==> config.mk <==
export PLATFORM = sky130hd
export DESIGN_NAME = dense_activate_pipe
export DESIGN_NICKNAME = d
export VERILOG_FILES = /design/src/rtl/dense_activate_pipe.sv
export SDC_FILE = /design/constraint.sdc
export NUM_CORES = 2
export LEC_CHECK = 0
export CORE_MARGIN = 2
export CORE_UTILIZATION = 40
export CTS_CLUSTER_SIZE = 14
export DETAILED_ROUTE_END_ITERATION = 8
export GPL_TIMING_DRIVEN = 0
export PLACE_DENSITY = 0.71
export SLEW_MARGIN = 20
export SYNTH_ARGS = -nofsm -noshare
export SYNTH_HDL_FRONTEND = slang
export SYNTH_SLANG_ARGS = --single-unit
==> constraint.sdc <==
create_clock -name clk -period 5.5 [get_ports clk]
set_input_delay 0.55 -clock clk [delete_from_list [all_inputs] [get_ports clk]]
set_output_delay 0.55 -clock clk [all_outputs]
set_load 0.005 [all_outputs]
==> src/rtl/dense_activate_pipe.sv <==
// Elastic 2-entry skid register between the dense and activation stages.
// Carries the full stage bundle bit-exact with a registered in_ready.
module dense_activate_pipe #(
  parameter int size                   = 3,
  parameter int data_size              = 16,
  parameter int cost_type_size         = 8,
  parameter int dense_type_size        = 4,
  parameter int act_type_size          = 4,
  parameter int backprop_controll_size = 100
) (
  input  logic                              clk,
  input  logic                              reset,
  input  logic                              flush,
  input  logic                              in_valid,
  output logic                              in_ready,
  input  logic [act_type_size-1:0]          act_type,
  input  logic [dense_type_size-1:0]        dense_type,
  input  logic [cost_type_size-1:0]         cost_type,
  input  logic [data_size*size-1:0]         w,
  input  logic [data_size*size-1:0]         y,
  input  logic [data_size*size-1:0]         x,
  input  logic [data_size*size-1:0]         predict_value,
  input  logic [backprop_controll_size-1:0] backprop_controll,
  output logic                              out_valid,
  input  logic                              out_ready,
  output logic [act_type_size-1:0]          act_type_out,
  output logic [dense_type_size-1:0]        dense_type_out,
  output logic [cost_type_size-1:0]         cost_type_out,
  output logic [data_size*size-1:0]         w_out,
  output logic [data_size*size-1:0]         y_out,
  output logic [data_size*size-1:0]         x_out,
  output logic [data_size*size-1:0]         predict_value_out,
  output logic [backprop_controll_size-1:0] backprop_controll_out,
  output logic [1:0]                        occupancy
);

  localparam int VW = data_size * size;
  localparam int BW = act_type_size + dense_type_size + cost_type_size
                    + 4 * VW + backprop_controll_size;

  typedef enum logic [1:0] {
    EMPTY = 2'd0,
    ONE   = 2'd1,
    FULL  = 2'd2
  } state_t;

  state_t          r_state;
  state_t          w_state_nxt;
  logic [BW-1:0]   r_main;
  logic [BW-1:0]   r_skid;
  logic [BW-1:0]   w_in_bundle;
  logic            r_in_ready;
  logic            r_out_valid;
  logic            w_in_fire;
  logic            w_out_fire;
  logic            w_ld_main_in;
  logic            w_ld_main_skid;
  logic            w_ld_skid;

  assign w_in_bundle = {act_type, dense_type, cost_type,
                        w, y, x, predict_value, backprop_controll};

  assign w_in_fire  = in_valid & r_in_ready;
  assign w_out_fire = r_out_valid & out_ready;

  always_comb begin
    w_state_nxt    = r_state;
    w_ld_main_in   = 1'b0;
    w_ld_main_skid = 1'b0;
    w_ld_skid      = 1'b0;
    unique case (r_state)
      EMPTY: begin
        if (w_in_fire) begin
          w_state_nxt  = ONE;
          w_ld_main_in = 1'b1;
        end
      end
      ONE: begin
        if (w_in_fire && w_out_fire) begin
          w_ld_main_in = 1'b1;
        end else if (w_in_fire) begin
          w_state_nxt = FULL;
          w_ld_skid   = 1'b1;
        end else if (w_out_fire) begin
          w_state_nxt = EMPTY;
        end
      end
      FULL: begin
        if (w_out_fire) begin
          w_state_nxt    = ONE;
          w_ld_main_skid = 1'b1;
        end
      end
      default: w_state_nxt = EMPTY;
    endcase
  end

  always_ff @(posedge clk) begin
    if (reset) begin
      r_state     <= EMPTY;
      r_in_ready  <= 1'b1;
      r_out_valid <= 1'b0;
      r_main      <= '0;
      r_skid      <= '0;
    end else if (flush) begin
      r_state     <= EMPTY;
      r_in_ready  <= 1'b1;
      r_out_valid <= 1'b0;
    end else begin
      r_state     <= w_state_nxt;
      r_in_ready  <= (w_state_nxt != FULL);
      r_out_valid <= (w_state_nxt != EMPTY);
      if (w_ld_main_in)   r_main <= w_in_bundle;
      if (w_ld_main_skid) r_main <= r_skid;
      if (w_ld_skid)      r_skid <= w_in_bundle;
    end
  end

  assign in_ready  = r_in_ready;
  assign out_valid = r_out_valid;
  assign occupancy = r_state;

  assign {act_type_out, dense_type_out, cost_type_out,
          w_out, y_out, x_out, predict_value_out,
          backprop_controll_out} = r_main;

endmodule

==> out/qor.csv <==
stage,metric,value,unit
status,status,completed,
logic_synthesis,synth_area_leaders,"dfxtp_1 50%, nand2_1 9.2%, a211oi_1 9.2%",
power,seqPwrFrac,0.445,
logic_synthesis,synth_xor_area_frac,0,
sta,hold_viol_final,0,
sta,worst_pin_slew,0.978,ns
worst_setup_path,cp.required,5.95,ns
die,core,61800,um^2
drt,drtAntennaViolNets,0,
worst_setup_path,reg2reg_from,out_valid,
power,pwr-share-clk,0.425,
drt,drtIter0Drc,1558,
drt,vias_per_cell,5.31,
sta,slew_violations,0,
die,initial_utilization,0.405,
logic_synthesis,synth_nets,3417,
drt,num_vias,25000,
worst_setup_path,start_kind,input port,
logic_synthesis,synth_edf_count,0,
flow_run,drv_cap,0,
logic_synthesis,yosys-mux-area-fraction,0.000399,
logic_synthesis,yosys.area_share.adder,0,
logic_synthesis,yosysUniqueCellTypes,26,
logic_synthesis,synth_area_leader_cell,dfxtp_1,
sta,fin_skew,0.0287,ns
die,io_pins,625,
finish,syn2layout_area_growth,38.1,%
clock_tree,clock-sinks,620,
clock_tree,cts_post_setup_buffers_inserted,0,
logic_synthesis,synth_area_per_cell,8.08,um^2
drt,dr.pass1.iters,5,
finish,nNetsFinal,4109,
worst_setup_path,reg2reg_slack,2.69,ns
global_routing,gr-total-overflow,0,
die,die_area,64700,um^2
clock_tree,ctsResizeCount,0,
finish,finalNonFillerCells,4705,
logic_synthesis,yosysWarningCount,0,
placed_design,finalWeightedCongestion,0.882,
logic_synthesis,synth_top_family_by_area,compound AO/OA/AOI/OAI gates,
min_path,min_path_type,reg2reg,
drt,wl_met2,43.3,mm
logic_synthesis,async_reset_ff_frac,0,
logic_synthesis,synthCells,3104,
clock_tree,numCtsBuffers,67,
global_routing,grt_max_degree,14,
die,rows,91,
clock_tree,clkTransAtPathRegs,0.06,ns
worst_setup_path,cp_top_family,buffers and inverters,
drt,wl_met1,37.9,mm
worst_setup_path,worst_setup_path_end_kind,register,
global_routing,antenna_found_initial,23,
sta,rsz0062_at_grt,false,
logic_synthesis,synth_compound_area_frac,0.233,
logic_synthesis,synth_ff_type,dfxtp_1,
logic_synthesis,synthSimpleGateAreaFrac,0.218,
worst_setup_path,path_buf_inv,4,
sta,setup_violations,0,
worst_setup_path,cp_slowest_stage_delay,0.76,ns
sta,fin_crit_sh,0.528,
power,power_frac_comb,0.130,
placed_design,post-dp-hpwl,67.2,mm
die,die_x,254,um
drt,routedWlPerCell,19.6,um
sta,timing.final.crit_period,2.90,ns
clock_tree,h-tree-depth,3,
die,die_y,254,um
worst_setup_path,path_cells,clkdlybuf4s50_1 > a21boi_1 > nor3_1 > buf_2 > clkbuf_1 > clkbuf_1 > a211oi_1,
power,cellPowerDensity,313,nW/um^2
clock_tree,clockBufferDepth,3,
placed_design,dp.cells,4564,
sta,relSlewSlack,0.348,
worst_setup_path,critPathMaxFanout,10,
power,swShare,0.248,
min_path,min_from,r_skid[160],
clock_tree,clkLatencyLatePin,0.62,ns
logic_synthesis,synth_seq_cells,620,
logic_synthesis,netlist_area,25100,um^2
global_routing,grt_pass1_wl,137,mm
global_routing,grt_pass1_vias,23900,
drt,wl_met3,6.98,mm
global_routing,grtUsageTotal,0.273,
worst_setup_path,crit_top_cell,clkbuf_1,
worst_setup_path,crit_path_start,out_ready,
worst_setup_path,critPathArrivalTime,3.35,ns
power,internal-power,8.15,mW
worst_setup_path,worst_path_max_delay_cell,clkbuf_1,
power,p_leak,11.2,nW
power,p_sw,2.68,mW
drt,wl,92.2,mm
logic_synthesis,synth_top_area_share,0.495,
worst_setup_path,path_class,in2reg,
sta,fmax,344,MHz
clock_tree,cts_tree,done,
power,peakVddDrop,238,uV
clock_tree,ctsHoldBuffers,0,
drt,drcViolationCount,0,
drt,top_layer,met5,
logic_synthesis,ys_seq_area_frac,0.495,
placed_design,port_buffers,623,
clock_tree,cts_root_buffer,clkbuf_16,
sta,tns,0,ns
finish,drive_gt1_frac,0.0494,
finish,utilization,0.560,
area by class of cell:
| class | count | area, um^2 |
|---|---|---|
| sequential | 620 | 12400 |
| buffer | 308 | 1320 |
| inverter | 1 | 3.75 |
| tap | 837 | 1050 |
| antenna | 24 | 60.1 |
| fill | 5764 | 27200 |
| clock buffer | 101 | 1970 |
| clock inverter | 16 | 251 |
| multi-input combinational | 2175 | 11300 |
| timing repair buffer | 623 | 6240 |
cell families after synthesis:
kind of cell	count (synthesis)
AO/OA/AOI/OAI	931
buffers and inverters	309
flip-flops	620
multiplexers	1
AND/OR/NAND/NOR	1243
per-stage QoR:
step / hold WS (ns) / power, mW / cell area [um^2] / setup slack [ns]
finish: 0.448 / 10.8 / 34600 / 2.60
global route: 0.460 / 11.2 / 34600 / 2.50
CTS: 0.449 / 10.9 / 34600 / 2.69
detailed placement: 0.441 / 6.31 / 32300 / 2.07
global placement: 0.436 / 6.30 / 32300 / 2.08
floorplan: 0.431 / 5.46 / 25100 / 3.68
worst paths after layout:
path	depth (start not counted)	endpoint
worst min register to register	2	r_skid[160]
worst min-delay path	2	r_skid[160]
worst max-delay path	7	r_main[203]
worst max register to register	6	r_main[203]
Yosys cell counts (3+ instances only):
cell type	count
dfxtp_1	620
nand2_1	617
a21oi_1	309
nand2b_1	309
a211oi_1	308
nor2_1	308
o22ai_1	308
clkbuf_1	208
buf_2	68
buf_4	22
buf_1	10
nor3_1	3
state kept, by name, summed over array words and instances (netlist names):
name       flops
r_main       308
out_valid      1
r_skid       308
occupancy      2
in_ready       1
worst reg2reg max path: stages (launching register included):
cell,delay [ns]
dfxtp_1,0.42
a21boi_1,0.17
nor3_1,0.27
buf_2,0.40
clkbuf_1,0.76
clkbuf_1,0.49
a211oi_1,0.15
power by group through the flow:
| stage | Sequential (mW) | Combinational [mW] | Clock [mW] |
|---|---|---|---|
| finish | 4.82 | 1.41 | 4.61 |
| global route | 4.83 | 1.52 | 4.85 |
| CTS | 4.81 | 1.41 | 4.67 |
| detailed placement | 4.91 | 1.40 | 0 |
| global placement | 4.91 | 1.39 | 0 |
| floorplan | 4.90 | 0.555 | 0 |
layout by cell type (no fill, tap or decap):
cell	count
inv_16	1
clkinvlp_4	2
nor2b_1	1
o21a_1	1
diode_2	24
nor3_1	3
o22a_1	1
dfxtp_1	620
inv_1	1
clkdlybuf4s50_1	623
buf_2	68
nand4b_1	1
mux2i_1	1
a2111o_1	1
nand2b_1	309
a2111oi_2	1
buf_4	22
o22ai_1	308
clkinv_8	1
a21boi_1	1
clkinv_4	1
inv_6	3
nand2_1	617
a21oi_1	309
nor2_1	308
clkbuf_8	14
nand3_1	1
clkbuf_16	68
buf_1	10
clkbuf_1	227
a2111oi_0	1
clkinv_2	3
bufinv_16	5
or3_1	1
and2_1	1
a211oi_1	308
nand3b_4	1
routing by layer:
metal  global-route usage  up-vias
met5                    0        -
met4                0.130        8
met3               0.0700      213
met2                0.441      855
met1                0.341    11700
li1                     -    12200
Power figures use the tool's default switching activity.
